File: src/rtl/bcd_scan_display.sv
// Four-digit multiplexed common-anode seven-segment driver.
// Snapshots BCD once per frame, optional leading-zero blanking, dead-time scan.
module bcd_scan_display #(
    parameter int SCAN_DIV = 50000,
    parameter int DEAD     = 500
) (
    input  logic        clk,
    input  logic        rst_n,
    input  logic [15:0] bcd,
    input  logic [3:0]  dp_en,
    input  logic        blank_lz,
    output logic [6:0]  seg_n,
    output logic        dp_n,
    output logic [3:0]  an_n,
    output logic        frame_tick
);

    localparam int CW = $clog2(SCAN_DIV);
    localparam logic [CW-1:0] LAST    = CW'(SCAN_DIV - 1);
    localparam logic [CW-1:0] DEAD_M1 = CW'(DEAD - 1);

    typedef enum logic {
        S_OFF,
        S_ON
    } state_t;

    state_t      r_state;
    state_t      w_state_nxt;
    logic [CW-1:0] r_cnt;
    logic [1:0]  r_idx;
    logic [15:0] r_sh_bcd;
    logic [3:0]  r_sh_dp;

    logic        w_snap;
    logic [3:0]  w_digit;
    logic [6:0]  w_seg_dec;
    logic [3:0]  w_zero;
    logic [3:0]  w_lz;
    logic        w_blank;
    logic [6:0]  w_seg;
    logic [3:0]  w_an;
    logic        w_dp;

    assign w_snap = (r_cnt == '0) && (r_idx == 2'd0);

    always_ff @(posedge clk or negedge rst_n) begin
        if (!rst_n) begin
            r_cnt    <= '0;
            r_idx    <= 2'd0;
            r_sh_bcd <= 16'h0000;
            r_sh_dp  <= 4'h0;
        end else begin
            if (r_cnt == LAST) begin
                r_cnt <= '0;
                r_idx <= r_idx + 2'd1;
            end else begin
                r_cnt <= r_cnt + 1'b1;
            end
            if (w_snap) begin
                r_sh_bcd <= bcd;
                r_sh_dp  <= dp_en;
            end
        end
    end

    always_ff @(posedge clk or negedge rst_n) begin
        if (!rst_n) r_state <= S_OFF;
        else        r_state <= w_state_nxt;
    end

    // ON begins on the edge where cnt becomes DEAD and ends on the wrap.
    always_comb begin
        w_state_nxt = r_state;
        unique case (r_state)
            S_OFF: if (r_cnt == DEAD_M1) w_state_nxt = S_ON;
            S_ON:  if (r_cnt == LAST)    w_state_nxt = S_OFF;
        endcase
    end

    assign w_digit = r_sh_bcd[{r_idx, 2'b00} +: 4];

    always_comb begin
        w_seg_dec = 7'h3F;
        case (w_digit)
            4'd0: w_seg_dec = 7'h40;
            4'd1: w_seg_dec = 7'h79;
            4'd2: w_seg_dec = 7'h24;
            4'd3: w_seg_dec = 7'h30;
            4'd4: w_seg_dec = 7'h19;
            4'd5: w_seg_dec = 7'h12;
            4'd6: w_seg_dec = 7'h02;
            4'd7: w_seg_dec = 7'h78;
            4'd8: w_seg_dec = 7'h00;
            4'd9: w_seg_dec = 7'h10;
            default: w_seg_dec = 7'h3F;
        endcase
    end

    assign w_zero[0] = (r_sh_bcd[3:0]   == 4'd0);
    assign w_zero[1] = (r_sh_bcd[7:4]   == 4'd0);
    assign w_zero[2] = (r_sh_bcd[11:8]  == 4'd0);
    assign w_zero[3] = (r_sh_bcd[15:12] == 4'd0);

    // Digit 0 always shows, even when the whole value is zero.
    assign w_lz[3] = w_zero[3];
    assign w_lz[2] = w_zero[3] & w_zero[2];
    assign w_lz[1] = w_zero[3] & w_zero[2] & w_zero[1];
    assign w_lz[0] = 1'b0;

    assign w_blank = blank_lz & w_lz[r_idx];
    assign w_seg   = w_blank ? 7'h7F : w_seg_dec;
    assign w_an    = ~(4'b0001 << r_idx);
    assign w_dp    = ~r_sh_dp[r_idx];

    always_ff @(posedge clk or negedge rst_n) begin
        if (!rst_n) begin
            an_n       <= 4'hF;
            seg_n      <= 7'h7F;
            dp_n       <= 1'b1;
            frame_tick <= 1'b0;
        end else begin
            frame_tick <= w_snap;
            if (r_state == S_ON) begin
                an_n  <= w_an;
                seg_n <= w_seg;
                dp_n  <= w_dp;
            end else begin
                an_n  <= 4'hF;
                seg_n <= 7'h7F;
                dp_n  <= 1'b1;
            end
        end
    end

endmodule
File: config.mk
export PLATFORM = sky130hd
export DESIGN_NAME = bcd_scan_display
export DESIGN_NICKNAME = d
export VERILOG_FILES = /design/src/rtl/bcd_scan_display.sv
export SDC_FILE = /design/constraint.sdc
export NUM_CORES = 1
export LEC_CHECK = 0
export ABC_AREA = 1
export BUFFER_PORTS_ARGS = -buffer_cell sky130_fd_sc_hd__buf_2
export CAP_MARGIN = 20
export CORE_MARGIN = 2
export CORE_UTILIZATION = 62
export CTS_CLUSTER_SIZE = 25
export DETAILED_ROUTE_END_ITERATION = 10
export PLACE_DENSITY = 0.89
export SETUP_SLACK_MARGIN = 0.05
export SLEW_MARGIN = 20
export SYNTH_ARGS = -nofsm -noshare
export SYNTH_HDL_FRONTEND = slang
export SYNTH_SLANG_ARGS = --single-unit
export TNS_END_PERCENT = 20
File: constraint.sdc
create_clock -name clk -period 2.3 [get_ports clk]
set_input_delay 0 -clock clk [delete_from_list [all_inputs] [get_ports clk]]
set_output_delay 0 -clock clk [all_outputs]
set_load 0.01 [all_outputs]
# After elaboration in Yosys (flattened, before gate mapping)
# Memory sizes are Yosys's and may differ from the RTL's.
# Index checks and enable logic that the tools add are counted.
[word_totals]
reg_bits = 52
romBits = 112
out_inout_bits = 13
mem_count = 1
[memory_table]
columns = ["name", "words", "width", "rd", "rd_clocked_by_memory_dff", "wr", "line", "text"]
rows = [
  ["(name not given)", 16, 7, 1, 0, 0, "84", "case (w_digit)"],
]
[classes]
n_addsub = 2
magnitude_cmp = 1
n_eq_ne = 2
shift = 2
muxes = 12
bitwise_logic = 6
reduce_logical = 6
[ops]
columns = ["operator", "n"]
rows = [
  ["$add 16x1->16 const B", 1],
  ["$eq 16x16->1 const B", 1],
  ["$eq 16x9->1 const B", 1],
  ["$logic_not 16->1", 1],
  ["$mux 16", 1],
  ["$shiftx 16x5->4", 1],
  ["$mux 7", 2],
  ["$logic_not 4->1", 3],
  ["$mux 1", 5],
  ["$bmux 1 s2", 2],
  ["$mux 4", 1],
  ["$not 4->4", 1],
  ["$shl 1x2->4 const A", 1],
  ["$and 1x1->1", 3],
  ["$lt 2x3->1 const B", 1],
  ["$add 2x1->2 const B", 1],
  ["$logic_not 2->1", 1],
  ["$not 1->1", 2],
  ["$pmux 1 s2", 1],
  ["$logic_and 1x1->1", 1],
]

# Logic depth before layout (Yosys ltp)
[depth]
depth_word = 8
mapped_depth = 11
mapped_depth_nobuf = 10

# Worst setup path after synthesis
# OpenSTA, ideal clock, no wires.
[synth_path]
path_type = "reg2reg"
startpoint = "reg r_idx[1]"
endpoint = "reg r_sh_bcd[0]"
t_arrival_ps = 1510
required_time_ps = 2235
setup_slack_ps = 725
path_stages_with_launch = 9
n_path_buf = 2
synth_period_minus_slack_ps = 1575
path_cell_list = "dfrtp_1 -> buf_2 -> inv_1 -> ha_1 -> nand4_1 -> nor2_1 -> buf_2 -> nand3_1 -> nand2_1"
[synth_via]
elab_chain_cells = 2
[synth_lines]
columns = ["element", "line", "text"]
rows = [
  ["from (decl)", "30", "logic [1:0] r_idx;"],
  ["from (signal assigned)", "55", "r_idx <= r_idx + 2'd1;"],
  ["$logic_not 2->1", "44", "assign w_snap = (r_cnt == '0) && (r_idx == 2'd0);"],
  ["$logic_and 1x1->1", "44", ""],
  ["to (signal assigned)", "50", "r_sh_bcd <= 16'h0000;"],
  ["to (signal assigned)", "60", "r_sh_bcd <= bcd;"],
  ["to (decl)", "31", "logic [15:0] r_sh_bcd;"],
]
# Every way passes these cells.
# A chain may end at the register's enable or synchronous reset.

# Worst setup path in the final report
[layout_path]
startpoint = "reg r_idx[1]"
endpoint = "reg r_sh_bcd[15]"
# The elaborated chain is that of the path after synthesis.

==> results_dict.tcl <==
set metrics [dict create \
    synth_top_family_by_area "simple AND/OR/NAND/NOR gates" \
    clockPowerShare_pct 34.8 \
    boundaryPins 36 \
    nNetsFinal 423 \
    cpLargestDelayFamily "simple AND/OR/NAND/NOR gates" \
    synthDistinctLibCells 26 \
    synth_compound_area_share_pct 1.58 \
    critPathRequiredTime_ps 2500 \
    setup_tns_ps 0 \
    grt_usage_pct 26.9 \
    place_area_mm2 0.00289 \
    irDropWorstVdd_mv 0.400 \
    power_density_mw_per_mm2 510 \
    viasPerCell 5.34 \
    path_cells "inv_1, ha_1, nand4_1, nor2_1, buf_4, nand2_4, nand2_1, nand2_1" \
    yosysTopAreaCellShare_pct 37.1 \
    status "finished, final reports clean" \
    ys_seq_area_share_pct 48.8 \
    numPortBuffers 35 \
    max_freq_mhz 530 \
    antenna_found_initial 0 \
    start_util_pct 66.0 \
    rsz0062_at_grt "no" \
    drive_above_1_share_pct 16.7 \
    vias 2349 \
    worst_slew_pin_slew_ps 587 \
    seqPwrFrac_pct 57.8 \
    p_leak_nw 1.58 \
    ant_nets 0 \
    drt-pass1-iter-count 5 \
    rows 23 \
    die-area_mm2 0.00489 \
    cp_common_cell "nand2_1" \
    grt_pass1_vias 2340 \
    synth_top_cells_by_area "dfrtp_1, nand2_1, dfstp_2" \
    ys_warn_count 0 \
    cts_tree "done" \
    p_int_mw 1.27 \
    clock_latency_ps 300 \
    cts_sinks 52 \
    grt_overflow 0 \
    final_hold_viol_count 0 \
    clk_transition_reported_paths_ps 90 \
    syn_inst 332 \
    setup-violations-final 0 \
    cts_made_buffers 5 \
    switching_share_pct 22.1 \
    cts_buffer_depth 2 \
    drcViolationCount 0 \
    worstSetupStartpointType "register" \
    synthFlopType "dfrtp_1" \
    syn-cell-area_mm2 0.00270 \
    root_buffer "clkbuf_8" \
    slowest_delay_ps 520 \
    drt_iter0_markers 248 \
    multi_input_area_mm2 0.00118 \
    yosysMostFrequentCell "nand2_1" \
    area.growth.synth_to_final_pct 18.8 \
    synth_xor_area_share_pct 3.90 \
    r2r_start "r_idx[1]" \
    synthAdderAreaFrac_pct 5.10 \
    post-dp-hpwl_um 3820 \
    grt_pass1_wl_um 10600 \
    combPwrFrac_pct 7.4 \
    crit_path_top_delay_cell "dfrtp_1" \
    r2r_end "r_sh_bcd[15]" \
    grt_max_degree 48 \
    die_h_um 70.0 \
    core_area_mm2 0.00409 \
    synth_fp_nets 366 \
    synth_commonest_cells "nand2_1, nand3_1, nor2_1" \
    synth-edff-count 0 \
    ff2ff_setup_slack_ps 410 \
    crit_type "register to register" \
    synthSimpleGateAreaFrac_pct 33.3 \
    async_flop_share_pct 100 \
    nFillCells 265 \
    h-tree-depth 2 \
    layout_min_cycle_time_ps 1890 \
    yosysTopAreaCell "dfrtp_1" \
    diodes 0 \
    endpoint_kind "register" \
    postSynthAreaPerCell_um2 8.13 \
    p_switching_mw 0.361 \
    reg2reg_depth 8 \
    chipWidth_um 70.0 \
    place.gp.congestion 0.945 \
    maxSlewViolCount 0 \
    ys_seq_elements 52 \
    drt_wl_total_um 5920 \
    fin_crit_sh_pct 82.0 \
    worst-endpoint-arrival_ps 2090 \
    seq_area_mm2 0.00132 \
    maxCapViolCount 0 \
    crit_fanout 21 \
    relSlewSlack_pct 60.9 \
    finalClockSkew_ps 4.71 \
    path_buf_inv 2 \
    hp-class "input pin to async pin" \
    muxShareOfSynthArea_pct 0 \
    wl_per_cell_um 13.4 \
    fin_area_mm2 0.00321 \
]
-- how the worst max path moves through the flow --
stage              from  slack [ps]  depth (start not counted)            to
3_5_place_dp   r_idx[1]         440                          8   r_sh_bcd[5]
4_1_cts        r_idx[1]         420                          8   r_sh_bcd[5]
6_report       r_idx[1]         410                          8  r_sh_bcd[15]
5_1_grt        r_idx[1]         270                          8   r_sh_bcd[1]
2_1_floorplan  r_idx[1]         720                          8   r_sh_bcd[0]
3_3_place_gp   r_idx[1]         500                          8  r_sh_bcd[12]
-- cell families after synthesis --
| kind of cell | Yosys count |
|---|---|
| buf+inv | 42 |
| xor+xnor | 12 |
| compound gates | 8 |
| fa+ha+maj | 11 |
| flops | 52 |
| simple gates | 207 |
-- metal layers --
metal / vias to the layer above / share of wire (%) / track usage (%)
met5: - / 0 / 0
met4: 0 / 1.6 / 7.69
met3: 11 / 5.0 / 5.48
met2: 77 / 50 / 45.5
met1: 1110 / 43 / 35.2
li1: 1151 / - / -
-- cell usage in the layout (no fill, tap or decap), types with 2 or more instances in the layout --
cell	instances
nand2_1	101
nand3_1	51
nor2_1	41
dfrtp_1	40
buf_2	34
inv_1	31
dlygate4sd3_1	21
xor2_1	12
dfstp_2	12
ha_1	11
o21ai_0	6
buf_4	6
clkbuf_8	5
nand4_1	3
nand3b_1	2
clkbuf_1	2
-- power groups by stage --
stage	clock network, mW	logic (mW)	registers [mW]
after floorplan	0	0.0427	0.959
after global placement	0	0.0862	0.961
after detailed placement	0	0.0900	0.962
after CTS	0.575	0.118	0.944
after global routing	0.630	0.137	0.948
final	0.568	0.121	0.945
-- registers in the layout, indices dropped and copies added, names as in the netlist --
signal / flops
dp_n: 1
r_state: 1
r_idx: 2
r_sh_bcd: 16
frame_tick: 1
seg_n: 7
an_n: 4
r_cnt: 16
r_sh_dp: 4
-- through the flow --
stage / hold WS, ps / total power, mW / std cells / worst slack [ps] / utilization [%]
after global routing: 275 / 1.71 / 440 / 273 / 78.4
after global placement: 219 / 1.05 / 411 / 503 / 70.8
after detailed placement: 229 / 1.05 / 411 / 441 / 70.8
after CTS: 333 / 1.64 / 440 / 416 / 78.4
after floorplan: -296 / 1.00 / 332 / 725 / -
final: 237 / 1.63 / 440 / 413 / 78.4
-- what timing repair did --
item	in CTS	in global routing
hold endpoints to repair	60	0
resized for setup	0	0
hold buffers	21	0
setup buffers	0	0
-- cell type report --
type                       count  area share, %
clock buffer                   8           3.16
sequential                    52           41.1
timing repair buffer          61           13.3
tap                           50           1.95
inverter                      31           3.63
multi-input combinational    238           36.9
No activity file was read; power rests on OpenSTA's default activity.
